## config.mk

```make
export PLATFORM = sky130hd
export DESIGN_NAME = demux1x4_buf
export DESIGN_NICKNAME = d
export VERILOG_FILES = /design/src/rtl/demux1x4_buf.sv
export SDC_FILE = /design/constraint.sdc
export NUM_CORES = 1
export LEC_CHECK = 0
export CAP_MARGIN = 5
export CELL_PAD_IN_SITES_DETAIL_PLACEMENT = 1
export CELL_PAD_IN_SITES_GLOBAL_PLACEMENT = 2
export CORE_ASPECT_RATIO = 1.4
export CORE_MARGIN = 2
export CORE_UTILIZATION = 37
export CTS_CLUSTER_SIZE = 12
export DETAILED_ROUTE_END_ITERATION = 8
export GPL_ROUTABILITY_DRIVEN = 0
export PLACE_DENSITY = 0.94
export SLEW_MARGIN = 30
export SYNTH_ARGS = -nofsm -noshare
export SYNTH_HDL_FRONTEND = slang
export SYNTH_SLANG_ARGS = --single-unit
```

## constraint.sdc

```tcl
create_clock -name clk -period 2.89 [get_ports clk]
set_input_delay 0.289 -clock clk [delete_from_list [all_inputs] [get_ports clk]]
set_output_delay 0.289 -clock clk [all_outputs]
set_load 0.01 [all_outputs]
```

## src/rtl/demux1x4_buf.sv

```systemverilog
// ---------------------------------------------------------------------------
// demux1x4_buf
//
// Registered 1-to-4 demultiplexer with valid/ready handshakes. A single
// producer stream is steered to one of four consumers by a 2-bit select.
// Each consumer channel has its own 2-entry FIFO. A stalled consumer therefore
// only blocks traffic that is headed for its own channel.
//
// Ports:
//   clk        rising-edge clock
//   reset      asynchronous, active-high reset
//   in_data    producer data word
//   in_sel     destination channel 0..3 (meaningful when in_valid=1)
//   in_valid   producer offers in_data/in_sel this cycle
//   in_ready   selected channel can accept this cycle (combinational)
//   outN_data  head (oldest) entry of channel N's FIFO
//   out_valid  bit k set when channel k's FIFO is non-empty
//   out_ready  bit k set when consumer k takes its head this cycle
//   busy       OR of out_valid
// ---------------------------------------------------------------------------
module demux1x4_buf #(
    parameter int DATA_WIDTH = 3
) (
    input  logic                  clk,
    input  logic                  reset,
    input  logic [DATA_WIDTH-1:0] in_data,
    input  logic [1:0]            in_sel,
    input  logic                  in_valid,
    output logic                  in_ready,
    output logic [DATA_WIDTH-1:0] out0_data,
    output logic [DATA_WIDTH-1:0] out1_data,
    output logic [DATA_WIDTH-1:0] out2_data,
    output logic [DATA_WIDTH-1:0] out3_data,
    output logic [3:0]            out_valid,
    input  logic [3:0]            out_ready,
    output logic                  busy
);

    // Per-channel storage: slot0 is the head, slot1 is the second entry.
    logic [DATA_WIDTH-1:0] r_slot0 [4];
    logic [DATA_WIDTH-1:0] r_slot1 [4];
    logic [1:0]            r_cnt   [4];

    logic [3:0] w_push;
    logic [3:0] w_pop;

    // The ready signal depends on fullness only. It deliberately ignores a
    // pop that happens in the same cycle, so there is no combinational path
    // from out_ready to in_ready.
    assign in_ready = (r_cnt[in_sel] != 2'd2);

    genvar gk;
    generate
        for (gk = 0; gk < 4; gk++) begin : g_chan
            assign w_push[gk]    = in_valid & in_ready & (in_sel == 2'(gk));
            assign w_pop[gk]     = out_valid[gk] & out_ready[gk];
            assign out_valid[gk] = (r_cnt[gk] != 2'd0);

            // Two-entry FIFO update. A simultaneous push and pop can only
            // occur at occupancy 1. Occupancy 0 has nothing to pop, and
            // occupancy 2 has in_ready low. In that case the new word
            // simply replaces the head.
            always_ff @(posedge clk or posedge reset) begin
                if (reset) begin
                    r_slot0[gk] <= '0;
                    r_slot1[gk] <= '0;
                    r_cnt[gk]   <= 2'd0;
                end else begin
                    case ({w_push[gk], w_pop[gk]})
                        2'b10: begin
                            if (r_cnt[gk] == 2'd0) begin
                                r_slot0[gk] <= in_data;
                                r_cnt[gk]   <= 2'd1;
                            end else begin
                                r_slot1[gk] <= in_data;
                                r_cnt[gk]   <= 2'd2;
                            end
                        end
                        2'b01: begin
                            if (r_cnt[gk] == 2'd2) begin
                                r_slot0[gk] <= r_slot1[gk];
                                r_cnt[gk]   <= 2'd1;
                            end else begin
                                r_cnt[gk]   <= 2'd0;
                            end
                        end
                        2'b11: begin
                            r_slot0[gk] <= in_data;
                        end
                        default: begin
                        end
                    endcase
                end
            end
        end
    endgenerate

    assign out0_data = r_slot0[0];
    assign out1_data = r_slot0[1];
    assign out2_data = r_slot0[2];
    assign out3_data = r_slot0[3];
    assign busy      = |out_valid;

endmodule

```

Word level (Yosys, flattened, before mapping)
Index checks and enable logic that the tools add are counted.

storage, ports and cells
  register bits = 32
  output and inout port bits = 18

operators by class
  $lt $le $gt $ge = 1
  equal/unequal tests = 28
  multiplexer cells = 27
  bitwise operators = 14
  reductions and logical operators = 26

operators by type and width
  cell                                                                    number
  3-bit case mux with 3 select lines                                      4
  2-bit equality test (second input constant)                             14
  3-bit two-way mux                                                       8
  2-bit != test (second input constant)                                   9
  2-bit case mux with 2 select lines                                      4
  2-bit nonzero test                                                      8
  2-bit two-way mux                                                       6
  3-bit AND reduction                                                     4
  3-bit nonzero test                                                      4
  2-bit by 1-bit equality test with 1-bit output (second input constant)  5
  2-bit logical NOT                                                       5
  1-bit bitwise AND                                                       9
  2-bit AND reduction                                                     4
  2-bit binary-select mux with 2-bit select                               1
  1-bit two-way mux                                                       4
  1-bit inverter                                                          4
  4-bit OR reduction                                                      1
  3-bit greater-or-equal comparator (second input constant)               1
  2-bit inverter with 3-bit output                                        1

Depth between registers and ports, before layout
Gate-level depths: netlist (run 1).

  word-level depth = 10
  mapped depth = 8

Worst setup path before layout (run 1)
No wires, ideal clock.

  kind = reg2reg
  from = register r_cnt[7] (netlist bit)
  to = register r_slot0 (netlist bit out0_data[0])
  library setup time = 0.125 ns
  data arrival time = 1.803 ns
  data required time = 2.765 ns
  setup slack = 0.962 ns
  cell stages (with the launch flop) = 8
  buffers on the path = 0
  cell sequence = dfrtp_1 nor2b_1 or3_1 inv_1 ha_1 mux2i_1 a21oi_1 mux2_2

between the ends
  word-level cells in the longest chain between the ends = 9
  elaborated cells on any way between the ends = 18
  classes of those cells = 7 x eq/ne; 4 x mux; 3 x bitwise; 4 x reduce/logical

RTL lines
  item                                                                                   RTL line  RTL
  start, declared                                                                        42        logic [1:0] r_cnt [4];
  start signal, assigned by index                                                        67        r_cnt[gk] <= 2'd0;
  start signal, assigned by index                                                        73        r_cnt[gk] <= 2'd1;
  start signal, assigned by index                                                        76        r_cnt[gk] <= 2'd2;
  2-bit binary-select mux with 2-bit select                                              50        assign in_ready = (r_cnt[in_sel] != 2'd2);
  2-bit two-way mux (not written as such) (2 in series)                                  50
  2-bit != test                                                                          50
  1-bit bitwise AND (2 in series)                                                        55        assign w_push[gk] = in_valid & in_ready & (in_sel == 2'(gk));
  2-bit by 1-bit equality test with 1-bit output or 2-bit equality test (tied branches)  69        case ({w_push[gk], w_pop[gk]})
  2-bit != test (no line) or 3-bit nonzero test (tied branches)                          -
  3-bit AND reduction (no line)                                                          -
  end signal, assigned by index                                                          72        r_slot0[gk] <= in_data;
  end signal, assigned by index                                                          81        r_slot0[gk] <= r_slot1[gk];
  end signal, assigned by index                                                          88        r_slot0[gk] <= in_data;
  end, declared                                                                          40        logic [DATA_WIDTH-1:0] r_slot0 [4];

Several ways; a longest one is shown, not always the timed one. The select of a mux whose other input is x is not followed.
A chain may end at the register's enable or synchronous reset.

Worst setup path after layout (run 1)
  from = register r_cnt[4] (netlist bit)
  to = output busy

between the ends
  word-level cells in the longest chain between the ends = 2

RTL lines
  item                RTL line  RTL
  2-bit nonzero test  57        assign out_valid[gk] = (r_cnt[gk] != 2'd0);
  4-bit OR reduction  102       assign busy = |out_valid;
  end, declared       36        output logic busy

No other way between the ends.

==> summary.md, run 1 <==
| Metric | Value |
|---|---|
| Run status | complete, no violations |
| Post-CTS setup buffers | 0 |
| Fin crit share | 0.808 |
| # fillers | 527 |
| DR vias | 1241 |
| CP cell instances | or2_4, or4_1, clkdlybuf4s50_1 |
| Skew final | 0.00672 ns |
| Worst setup SP type | flip-flop |
| Ys Warns | 0 |
| Maximum VDD drop | 368 uV |
| Clock Sink Count | 32 |
| Post-Syn Instances | 156 |
| RSZ-0062 raised after global routing | no |
| Die area | 5450 sq um |
| Syn Nets | 180 |
| CP top delay family | simple AND/OR/NAND/NOR gates |
| Post-CTS Hold Buffers | 0 |
| Floorplan core area | 4770 sq um |
| Most frequent cells in the layout | 36 x mux2_2, 32 x dfrtp_1, 29 x clkdlybuf4s50_1 |
| Detailed Route Iter0 Violations | 33 |
| Final WL | 3.96 mm |
| Worst Path Arrival | 2.05 ns |
| CTS tree | built |
| Initial Utilization | 0.378 |
| HPWL Detailed | 3.10 mm |
| Final hold slack | 0.394 ns |
| Post-synth cell types | 22 |
| Antenna viol nets, final | 0 |
| CP max FO | 6 |
| Slowest CP cell | or4_1 |
| Syn avg cell area | 11.5 sq um |
| WL/cell | 15.6 microns |
| I/O pin count | 30 |
| Min Tclk post-route | 2.33 ns |
| Leakage power | 1.01 nW |
| Worst slew pin tran | 0.409 ns |
| Commonest non-fill, non-tap cell in the layout | mux2_2 |
| Initial antenna violation count | 0 |
| Inserted Clock Buffers | 5 |
| ANT cells | 0 |
| Clock Latency Late Sink | 0.29 ns |
| # resized after CTS | 0 |
| CP endpoint kind | output port |
| Worst slew margin | 0.727 |
| Area Growth Syn to Fin | 25.0% |
| Area of the multi-input gates | 947 sq um |
| Placed cells | 246 |
| Max Root-Sink Buffers | 2 |
| Buf/Inv on CP | 1 |
| Clock-pin slew on the worst setup and hold paths | 0.07 ns |
| Max incr delay on CP | 0.52 ns |
| GR Overflow Total | 0 |
| Flip-flop and latch area | 801 sq um |
| Total GRT Usage | 0.166 |
| Fin nets | 213 |
| Post-route DRC | 0 |
| Final cell count without fillers | 254 |
| First-pass GRT wire length | 6.81 mm |
| Cell Area, Synth | 1800 sq um |
| Final setup violation count | 0 |
| Yosys reg bits | 32 |
| H-tree levels | 2 |
| HP Class | primary input to async pin |
| PortBufs | 29 |
| CP Data Required Time | 2.60 ns |
| CTS root buffer | clkbuf_8 |
| Largest net degree at the start of global routing | 33 |
| Setup TNS | 0 ns |
| Fin. Hold Viols | 0 |
| Power Dens Cells | 1060 nW/um^2 |
| Die W | 63.0 microns |
| DIE HEIGHT | 86.6 microns |
| Rows | 30 |
| Vias in the first global route | 1344 |
| CP Class | flip-flop to output port |
| Max-cap violations | 0 |
| Routed vias/inst | 4.89 |
| Final max-slew violation count | 0 |
| Fmax | 0.428 GHz |
| Layout cells sized above 1 | 0.253 |
| Seq/Total Area, Yosys | 0.444 |
| Drt first pass iters | 4 |
## flip-flops by register name, indices dropped and copies added, names as in the netlist
name and flops:
r_slot1 12, r_cnt 8, out0_data 3, out1_data 3
out2_data 3, out3_data 3
## layout make-up
class	count	share of cell area
multi-input combinational	111	0.421
sequential	32	0.356
timing repair buffer	30	0.132
clock buffer	6	0.0367
tap	64	0.0356
inverter	9	0.0150
clock inverter	2	0.00444
## final timing paths
| kind | start | slack [ns] | depth (start not counted) | end |
|---|---|---|---|---|
| worst max-delay path | r_cnt[4]$_DFFE_PP0P_ | 0.56 | 3 | busy |
| worst min-delay path | reset | 0.39 | 3 | out1_data[2]$_DFFE_PP0P_ |
| worst max register to register | r_cnt[5]$_DFFE_PP0P_ | 0.74 | 7 | out1_data[0]$_DFFE_PP0P_ |
| worst min register to register | out0_data[2]$_DFFE_PP0P_ | 0.51 | 1 | out0_data[2]$_DFFE_PP0P_ |
| max in group asynchronous | reset | 2.20 | 3 | out3_data[2]$_DFFE_PP0P_ |
| min in group clk | out0_data[2]$_DFFE_PP0P_ | 0.51 | 1 | out0_data[2]$_DFFE_PP0P_ |
## per-stage QoR
step	setup slack [ns]	utilization	power (mW)	instance area, sq um
after floorplan	0.962	-	1.59	1800
after global placement	0.547	0.453	1.96	2160
after detailed placement	0.444	0.453	2.06	2160
final	0.555	0.472	2.38	2250
after global routing	0.467	0.472	2.57	2250
after CTS	0.538	0.472	2.42	2250
## power by group
group	internal (mW)	total (mW)	switching (mW)
sequential	0.678	0.861	0.182
combinational	0.687	1.17	0.485
clock	0.190	0.351	0.161
## synth_stat cells (all sizes together)
| library cell | number | area share |
|---|---|---|
| nor2b | 2 | 0.0069 |
| inv | 9 | 0.019 |
| ha | 12 | 0.083 |
| nand2 | 13 | 0.027 |
| mux2i | 8 | 0.044 |
| and2b | 1 | 0.0042 |
| mux2 | 36 | 0.23 |
| nor3 | 4 | 0.011 |
| or2 | 4 | 0.015 |
| nor2 | 4 | 0.0083 |
| dfrtp | 32 | 0.44 |
| nand4 | 1 | 0.0035 |
| or4 | 1 | 0.0042 |
| or3 | 2 | 0.0069 |
| a21oi | 12 | 0.033 |
| mux4 | 1 | 0.012 |
| buf | 4 | 0.011 |
| xnor2 | 4 | 0.019 |
| nand2b | 5 | 0.017 |
| nand3 | 1 | 0.0028 |
## cells by family (layout without fill, tap and decap cells)
kind of cell,count (synthesis),after routing,share of synthesized area
xor gates and xnor gates,4,4,0.0194
DFF,32,32,0.444
muxes,45,45,0.282
adders and majority gates,12,12,0.0833
and+or+nand+nor,38,38,0.108
buffers and inverters,13,47,0.0299
AOI/OAI and AO/OA,12,12,0.0333
## worst min-delay path, stage by stage
cell             delay [ns]
clkdlybuf4s50_1        0.40
inv_1                  0.05
buf_4                  0.36
## routing by layer
metal / GRT usage / routed length, microns
met5: 0 / 0
met3: 0.0494 / 140
met1: 0.181 / 1590
met4: 0.0606 / 61
met2: 0.303 / 2160
Power figures use the tool's default switching activity.
==> run 2: changes to the inputs <==
- CORE_UTILIZATION: 37 -> 31
- PLACE_DENSITY: 0.94 -> 0.85
- clock period: 2.89 -> 2.13 ns (I/O delays scaled with it)
==> summary.md, run 2 (same netlist as run 1, synthesis figures left out) <==
| Metric | Value |
|---|---|
| Worst setup SP type | flip-flop (unchanged) |
| Maximum VDD drop | 374 uV (was 368 uV) |
| HP Class | primary input to async pin (unchanged) |
| Slowest CP cell | or4_1 (unchanged) |
| Fin crit share | 0.975 |
| Fin util | 0.436 (was 0.472) |
| Met1 usage | 0.184 (was 0.181) |
| Vias in the first global route | 1515 (was 1344) |
| CTS tree | built (unchanged) |
| Skew final | 0.00625 ns (was 0.00672 ns) |
| CP Class | flip-flop to output port (unchanged) |
| Routed vias/inst | 4.74 (was 4.89) |
| Flop pwr share | 0.326 (was 0.361) |
| P_int | 2.35 mW (was 1.56 mW) |
| CTS root buffer | clkbuf_8 (unchanged) |
| Routing usage on met2 | 0.254 (was 0.303) |
| Met3 Use GR | 0.0216 (was 0.0494) |
| HPWL Detailed | 3.07 mm (was 3.10 mm) |
| DR vias | 1314 (was 1241) |
| CP Launch Point | r_cnt[4]$_DFFE_PP0P_ (unchanged) |
| Largest net degree at the start of global routing | 33 (unchanged) |
| CP max FO | 6 (unchanged) |
| CP cell instances | or2_4, or4_1, dlygate4sd2_1 (was or2_4, or4_1, clkdlybuf4s50_1) |
| CP Data Required Time | 1.92 ns (was 2.60 ns) |
| Final hold slack | 0.325 ns (was 0.394 ns) |
| Die W | 68.4 microns (was 63.0 microns) |
| Post-place setup slack | -0.192 ns (was 0.444 ns) |
| P_sw | 1.16 mW (was 0.828 mW) |
| Most frequent cells in the layout | 36 x mux2_2, 31 x dfrtp_1, 27 x clkdlybuf4s50_1 (was 36 x mux2_2, 32 x dfrtp_1, 29 x clkdlybuf4s50_1) |
| Fin. Hold Viols | 0 (unchanged) |
| Final WL | 4.12 mm (was 3.96 mm) |
| H-tree levels | 2 (unchanged) |
| Top Registers | r_slot1 (12), r_cnt (8) (unchanged) |
| Worst Path Arrival | 1.86 ns (was 2.05 ns) |
| Antenna viol nets, final | 0 (unchanged) |
| Inserted Clock Buffers | 5 (unchanged) |
| CP top delay family | simple AND/OR/NAND/NOR gates (unchanged) |
| DIE HEIGHT | 94.2 microns (was 86.6 microns) |
| Run status | complete, no violations (unchanged) |
| Max Root-Sink Buffers | 2 (unchanged) |
| CP endpoint kind | output port (unchanged) |
| Rows | 32 (was 30) |
| Worst slew margin | 0.707 (was 0.727) |
| GR Overflow Total | 0 (unchanged) |
| Floorplan core area | 5570 sq um (was 4770 sq um) |
| Die area | 6450 sq um (was 5450 sq um) |
| Fin worst setup slack | 0.0528 ns (was 0.555 ns) |
| Max reg flops | 12 (unchanged) |
| Fmax | 0.481 GHz |
| R2R cell count | 7 (unchanged) |
| Layout cells sized above 1 | 0.335 (was 0.253) |
| Worst slew pin tran | 0.440 ns (was 0.409 ns) |
| Clk network pwr share | 0.165 (was 0.147) |
| Total GRT Usage | 0.149 (was 0.166) |
| Drt first pass iters | 5 (was 4) |
| Clock Sink Count | 32 (unchanged) |
| I/O pin count | 30 (unchanged) |
| PortBufs | 29 (unchanged) |
| Most flops, register | r_slot1 (unchanged) |
| Fin nets | 232 (was 213) |
| First-pass GRT wire length | 7.15 mm (was 6.81 mm) |
| Initial antenna violation count | 0 (unchanged) |
| Post-route DRC | 0 (unchanged) |
| Max-cap violations | 0 (unchanged) |
| Logic pwr share | 0.509 (was 0.492) |
| Clock Latency Late Sink | 0.28 ns (was 0.29 ns) |
| Min Tclk post-route | 2.08 ns |
| Final setup violation count | 0 (unchanged) |
| Clock-pin slew on the worst setup and hold paths | 0.07 ns (about the same) |
| R2R Path Start | r_cnt[4]$_DFFE_PP0P_ (was r_cnt[5]$_DFFE_PP0P_) |
| Commonest non-fill, non-tap cell in the layout | mux2_2 (unchanged) |
| Detailed Route Iter0 Violations | 39 (was 33) |
| Final max-slew violation count | 0 (unchanged) |
| GRT busiest layer | met2 (unchanged) |
| Final cell count without fillers | 277 (was 254) |
| Buf/Inv on CP | 1 (unchanged) |
| Area Growth Syn to Fin | 34.6% (was 25.0%) |
| Power Dens Cells | 1450 nW/um^2 (was 1060 nW/um^2) |
| WL/cell | 14.9 microns (was 15.6 microns) |
| Leakage power | 1.11 nW (was 1.01 nW) |
| Sw frac | 0.331 (was 0.347) |
| Initial Utilization | 0.324 (was 0.378) |
| Post-CTS Hold Buffers | 0 (unchanged) |
| Placed cells | 268 (was 246) |
| Max incr delay on CP | 0.55 ns (was 0.52 ns) |
| ANT cells | 0 (unchanged) |
| RSZ-0062 raised after global routing | no (unchanged) |
| Crit path depth | 3 (unchanged) |
## run 2: what timing repair did
| action | 4_1_cts | 5_1_grt |
|---|---|---|
| setup endpoints to repair | 3 | 6 |
| setup buffers | 0 | 1 |
| gates resized for setup | 4 | 2 |
## run 2: final timing paths
kind	to	slack [ns]
max	busy	0.05
min	out3_data[1]$_DFFE_PP0P_	0.33
max reg2reg	out1_data[0]$_DFFE_PP0P_	0.12
min reg2reg	out3_data[1]$_DFFE_PP0P_	0.51
max in group asynchronous	r_cnt[4]$_DFFE_PP0P_	1.46
min in group clk	out3_data[1]$_DFFE_PP0P_	0.51
## run 2: stage by stage
step	area [sq um]	power, mW	setup TNS [ns]
after floorplan	1800	2.15	0
after global placement	2300	2.87	-0.778
after detailed placement	2300	2.93	-1.22
after CTS	2410	3.55	0
after global routing	2420	3.81	0
final	2420	3.51	0
## run 2: layer usage
layer	vias up	routed length, microns
li1	639	-
met1	644	1840
met2	26	2100
met3	5	109
met4	0	62
met5	-	0
## run 2: final cells by class
class                           instances  area, sq um
Tap cell                               68         85.1
Clock inverter                          2         35.0
Clock buffer                            6         72.6
Sequential cell                        32          802
Fill cell                             625         3140
Inverter                                9         33.8
Multi-Input combinational cell        111          958
Timing Repair Buffer                   49          438
## run 2: power by group through the flow
stage / clock [mW] / combinational [mW] / sequential, mW
finish: 0.581 / 1.79 / 1.14
CTS: 0.605 / 1.79 / 1.15
floorplan: 0 / 0.992 / 1.16
global placement: 0 / 1.74 / 1.13
detailed placement: 0 / 1.78 / 1.15
global route: 0.635 / 1.98 / 1.19
## run 2: worst register-to-register path, cell delays in order, from the launching register on
cell	delay (ns)
dfrtp_2	0.42
and2b_1	0.19
or3_1	0.36
inv_1	0.08
ha_1	0.18
mux2i_1	0.10
a21oi_2	0.21
mux2_2	0.36
